===== config.mk =====
export PLATFORM = sky130hd
export DESIGN_NAME = spdif_src_arbiter
export DESIGN_NICKNAME = d
export VERILOG_FILES = /design/src/rtl/spdif_src_arbiter.sv
export SDC_FILE = /design/constraint.sdc
export NUM_CORES = 1
export LEC_CHECK = 0
export BUFFER_PORTS_ARGS = -buffer_cell sky130_fd_sc_hd__buf_2
export CAP_MARGIN = 10
export CORE_MARGIN = 3
export CORE_UTILIZATION = 50
export CTS_BUF_LIST = sky130_fd_sc_hd__clkbuf_8
export CTS_CLUSTER_DIAMETER = 80
export DETAILED_ROUTE_END_ITERATION = 10
export GPL_TIMING_DRIVEN = 1
export PLACE_DENSITY = 0.83
export SYNTH_ARGS = -nofsm -noshare
export SYNTH_HDL_FRONTEND = slang
export SYNTH_SLANG_ARGS = --single-unit
export TNS_END_PERCENT = 5

===== constraint.sdc =====
create_clock -name clk_i -period 7.15 [get_ports clk_i]
set_clock_uncertainty 0.15 [all_clocks]
set_input_delay 0.3575 -clock clk_i [delete_from_list [all_inputs] [get_ports clk_i]]
set_output_delay 0.3575 -clock clk_i [all_outputs]
set_load 0.005 [all_outputs]

===== src/rtl/spdif_src_arbiter.sv =====
// spdif_src_arbiter
//   Shares one S/PDIF transmitter between two sample sources. One word is
//   presented per transmitter sample request. Ownership only changes when
//   the frame index wraps, so a channel-status block never mixes sources.
//   Underruns are replaced by mute words and counted.
//
// Ports
//   clk_i, rst_i            clock, synchronous active-high reset
//   s0_*/s1_*               source streams: tdata/tvalid in, tready out,
//                           en_i requests ownership at the next block wrap
//   prio_i                  preferred source when both are enabled (0=s0)
//   sample_req_i            transmitter request; it captures sample_o now
//   sample_o                registered word offered to the transmitter
//   grant_o                 one-hot current owner, 00 = none
//   frame_idx_o             block index of the word in sample_o
//   block_start_o           pulse after an index-0 word was loaded
//   underrun_o              pulse after a mute word replaced a missing one
//   underrun_cnt_o          saturating underrun count
module spdif_src_arbiter #(
    parameter int DATA_W    = 32,
    parameter int BLOCK_LEN = 192,
    parameter int IDX_W     = 8,
    parameter int UCNT_W    = 16
) (
    input  logic              clk_i,
    input  logic              rst_i,
    input  logic [DATA_W-1:0] s0_tdata_i,
    input  logic              s0_tvalid_i,
    output logic              s0_tready_o,
    input  logic              s0_en_i,
    input  logic [DATA_W-1:0] s1_tdata_i,
    input  logic              s1_tvalid_i,
    output logic              s1_tready_o,
    input  logic              s1_en_i,
    input  logic              prio_i,
    input  logic              sample_req_i,
    output logic [DATA_W-1:0] sample_o,
    output logic [1:0]        grant_o,
    output logic [IDX_W-1:0]  frame_idx_o,
    output logic              block_start_o,
    output logic              underrun_o,
    output logic [UCNT_W-1:0] underrun_cnt_o
);

    typedef enum logic [1:0] {
        IDLE  = 2'd0,
        RUN0  = 2'd1,
        RUN1  = 2'd2,
        DRAIN = 2'd3
    } state_t;

    state_t              state_q;
    state_t              state_d;
    logic [IDX_W-1:0]    nidx;
    logic                wrap;
    logic [DATA_W-1:0]   word_d;
    logic                take0;
    logic                take1;
    logic                underrun_d;

    function automatic logic [UCNT_W-1:0] sat_inc(input logic [UCNT_W-1:0] v);
        return (&v) ? v : v + UCNT_W'(1);
    endfunction

    // Index of the word about to be loaded; the wrap is where ownership
    // is decided.
    assign nidx = (frame_idx_o == IDX_W'(BLOCK_LEN - 1)) ? '0 : frame_idx_o + IDX_W'(1);
    assign wrap = (nidx == '0);

    always_comb begin
        state_d    = state_q;
        word_d     = '0;
        take0      = 1'b0;
        take1      = 1'b0;
        underrun_d = 1'b0;
        if (sample_req_i) begin
            if (wrap) begin
                if (s0_en_i && s1_en_i) begin
                    state_d = prio_i ? RUN1 : RUN0;
                end else if (s0_en_i) begin
                    state_d = RUN0;
                end else if (s1_en_i) begin
                    state_d = RUN1;
                end else begin
                    state_d = IDLE;
                end
            end else if ((state_q == RUN0 && !s0_en_i) || (state_q == RUN1 && !s1_en_i)) begin
                // Owner withdrew mid-block: stay silent until the wrap
                // rather than handing over a partial block.
                state_d = DRAIN;
            end

            // The (possibly new) owner supplies the word loaded at this edge.
            case (state_d)
                RUN0: begin
                    if (s0_tvalid_i) begin
                        word_d = s0_tdata_i;
                        take0  = 1'b1;
                    end else begin
                        underrun_d = 1'b1;
                    end
                end
                RUN1: begin
                    if (s1_tvalid_i) begin
                        word_d = s1_tdata_i;
                        take1  = 1'b1;
                    end else begin
                        underrun_d = 1'b1;
                    end
                end
                default: ;
            endcase
        end
    end

    // Reset discards the request, so nothing may be consumed in that cycle.
    assign s0_tready_o = take0 & ~rst_i;
    assign s1_tready_o = take1 & ~rst_i;

    always_comb begin
        case (state_q)
            RUN0:    grant_o = 2'b01;
            RUN1:    grant_o = 2'b10;
            default: grant_o = 2'b00;
        endcase
    end

    always_ff @(posedge clk_i) begin
        if (rst_i) begin
            state_q        <= IDLE;
            sample_o       <= '0;
            frame_idx_o    <= '0;
            block_start_o  <= 1'b0;
            underrun_o     <= 1'b0;
            underrun_cnt_o <= '0;
        end else begin
            block_start_o <= 1'b0;
            underrun_o    <= 1'b0;
            if (sample_req_i) begin
                state_q       <= state_d;
                sample_o      <= word_d;
                frame_idx_o   <= nidx;
                block_start_o <= wrap;
                underrun_o    <= underrun_d;
                if (underrun_d) begin
                    underrun_cnt_o <= sat_inc(underrun_cnt_o);
                end
            end
        end
    end

endmodule


==> metrics.txt <==
status=completed; worst path required time=6.64 ns; Post-Synth Adder-Cell Area=1.73%; final worst path period need=4.30 ns; layout cells sized above 1=around a third; number of global-route vias before repair=about 2800; IO Pins=134; synthesis-to-layout area growth=30.9%; mux cell area share after synthesis=2.76%; hold buffers post-CTS=0; RSZ-0062 raised after global routing=no; CTS tree=yes; Yosys cell types=40; later-pin clock latency in the skew report=between 0.3 and 0.4 ns; final wirelength=just under 8000 µm; compound-gate portion of the synthesized area=23.9%; Die ar.=around 6700 µm²; Mapped Area=between 2000 and 3000 µm²; CP Buf/Inv Count=1; Final Hold Viols=0; period utilization=60.2%; VDD IR max=slightly above 90 µV; initial antenna violation count=0; dpl cell area=around 3600 µm²; critical path class=flip-flop to output port; syn nets=413; Die X=about 80 µm; Crit. End Element=output port; CTS Sinks=60; Synth area leader=dfxtp_1; CTS max path bufs=2; FF+latch count, synth=60; vias per inst=around 5.6; post-synthesis simple-gate area fraction=around 21%; final-report max-slew violation count=0; H-tree levels=3; largest net degree at the start of global routing=63; final cell count without fillers=around 540; DRT iter0 DRCs=164; pwr/cell area=179 nW/µm²; largest family of logic cells by synthesized area=compound AO/OA/AOI/OAI gates; pre-CTS worst setup slack=3.14 ns; sequential area share after synthesis=41.4%; Placer Congestion=0.870; share of the synthesized area in the top cell type=41.4%; WL/cell=14.5 µm; max_slew headroom=24.5%; placed cells=518; Post-Synth XOR/XNOR Area=between 4 and 5%; Max Fclk=232 MHz; Setup Viol. Count Final=0; setup TNS=0 ns; PostCTS Resize Cnt=0; core area=5570 µm²; ANT cells=0; overflow left after global routing=0; Fin Hold WS=0.229 ns; Worst Path Arrival=between 3 and 4 ns; cell area after layout=around 3800 µm²; Post-CTS Setup Inserts=0; max cap viols=0; Filler Cells Inserted=470; Total GRT Usage=23.7%; crit path max fanout=33; Hold/Removal Path Class=input port to flip-flop; dpl hpwl=about 5500 µm; fin util=68.1%; Tot Pwr=0.680 mW; Nets=around 530; Vias=3021; Slew @ Worst Pin=1.13 ns; DRT antenna net count=0; Crit path largest cell delay=~0.88 ns; critical path's slowest cell=and2_1; delay-heaviest family, CP=simple AND/OR/NAND/NOR gates; first-pass GRT wire length=12500 µm; Die Height=82.1 µm; final worst slack=between 2 and 3 ns; cell mode on critical path=ha_1; Mean Syn Cell Area=around 8.6 µm²; total CTS buffers=9; nature of the critical path startpoint=flip-flop; clk root buf=clkbuf_8; leakage=1.68 nW; ranking of synthesized cells by area=dfxtp_1, a22o_1, a22oi_1, nor2_1, xnor2_1; Ys Warns=0; Rows=27; Cells after Synth=approximately 340; Residual DRC=0; First-pass DRT Iterations=4; CP Cell Sequence=ha_1 -> nand2_2 -> o2111a_1 -> nor4_1 -> or3_1 -> mux2i_1 -> ha_1 -> and2_1 -> nor3b_1 -> buf_2; Worst-path clk slew=0.07 ns; number of port buffers=around 130; Initial Util=52.0%
-- path summary, 6_finish.rpt --
kind | start | end | slack, ns | cells after the start
setup / recovery | frame_idx_o[0] | s1_tready_o | 2.85 | 10
hold / removal | s1_tdata_i[16] | sample_o[16] | 0.23 | 4
setup reg to reg | frame_idx_o[0] | underrun_cnt_o[3] | 3.10 | 12
hold reg to reg | sample_o[22] | sample_o[22] | 0.36 | 2
-- power by group --
part / internal [mW] / leakage (nW) / switching (mW)
Clock: 0.177 / 0.107 / 0.129
Sequential: 0.335 / 0.483 / 0.00122
Combinational: 0.0184 / 1.09 / 0.0186
Total: 0.531 / 1.68 / 0.149
-- flip-flops by register name, summed over array words and instances (netlist names) --
register	count
block_start_o	1
frame_idx_o	8
sample_o	32
state_q	2
underrun_cnt_o	16
underrun_o	1
-- routing by layer --
metal	vias up	GRT usage (%)	routed length [µm]
met5	-	0	0
met4	0	11.0	144
met1	1399	29.2	3360
met2	133	39.9	3680
li1	1474	-	-
met3	15	4.66	580
-- layout by cell type (no fill, tap or decap), types with 8 or more instances in the layout --
cell	Yosys	layout
dfxtp_1	60	60
buf_2	1	133
a22oi_1	32	32
clkbuf_8	0	11
xnor2_1	12	12
nor4_1	10	10
inv_1	7	8
a21oi_1	11	11
nand2_1	11	11
nor2_1	60	60
nor3_1	12	12
a22o_1	32	32
-- synth_stat cells, drive strengths merged --
library cell / n
o211ai: 1
a22oi: 32
and4: 1
a31oi: 1
xnor2: 12
mux2: 2
nor4: 10
clkbuf: 24
nor2: 60
a221oi: 2
mux2i: 5
dfxtp: 60
and3: 1
ha: 4
nand3: 6
nor2b: 5
nand2: 12
a21oi: 11
inv: 7
o21ai: 7
nor3: 13
o2111ai: 1
and2: 4
or2b: 1
o21bai: 2
a211oi: 2
a22o: 32
o2111a: 1
or2: 1
nand4: 5
nor4b: 3
xor2: 2
nor3b: 3
buf: 2
or3: 2
-- area by class of cell --
type	instances	area (µm²)	area share (%)
Multi-Input combinational cell	244	1570	41.3
Sequential cell	60	1200	31.6
Clock buffer	11	151	3.99
Clock inverter	5	51.3	1.35
Timing Repair Buffer	136	708	18.7
Tap cell	72	90.1	2.37
Inverter	7	26.3	0.692
-- worst register-to-register path: cells and delay by family (launching register included) --
kind | cells | cell delay, ns
adder cells (fa/ha/maj) | 2 | 0.55
multiplexers | 1 | 0.33
flip-flops | 1 | 0.41
XOR/XNOR | 1 | 0.18
AO/OA/AOI/OAI | 2 | 0.61
AND/OR/NAND/NOR | 6 | 1.70
-- logic make-up after synthesis --
family | after synthesis
multiplexers | 7
XOR/XNOR | 14
buffers and inverters | 33
AO/OA/AOI/OAI | 92
AND/OR/NAND/NOR | 127
flip-flops | 60
adder cells (fa/ha/maj) | 4
Power figures use the tool's default switching activity.
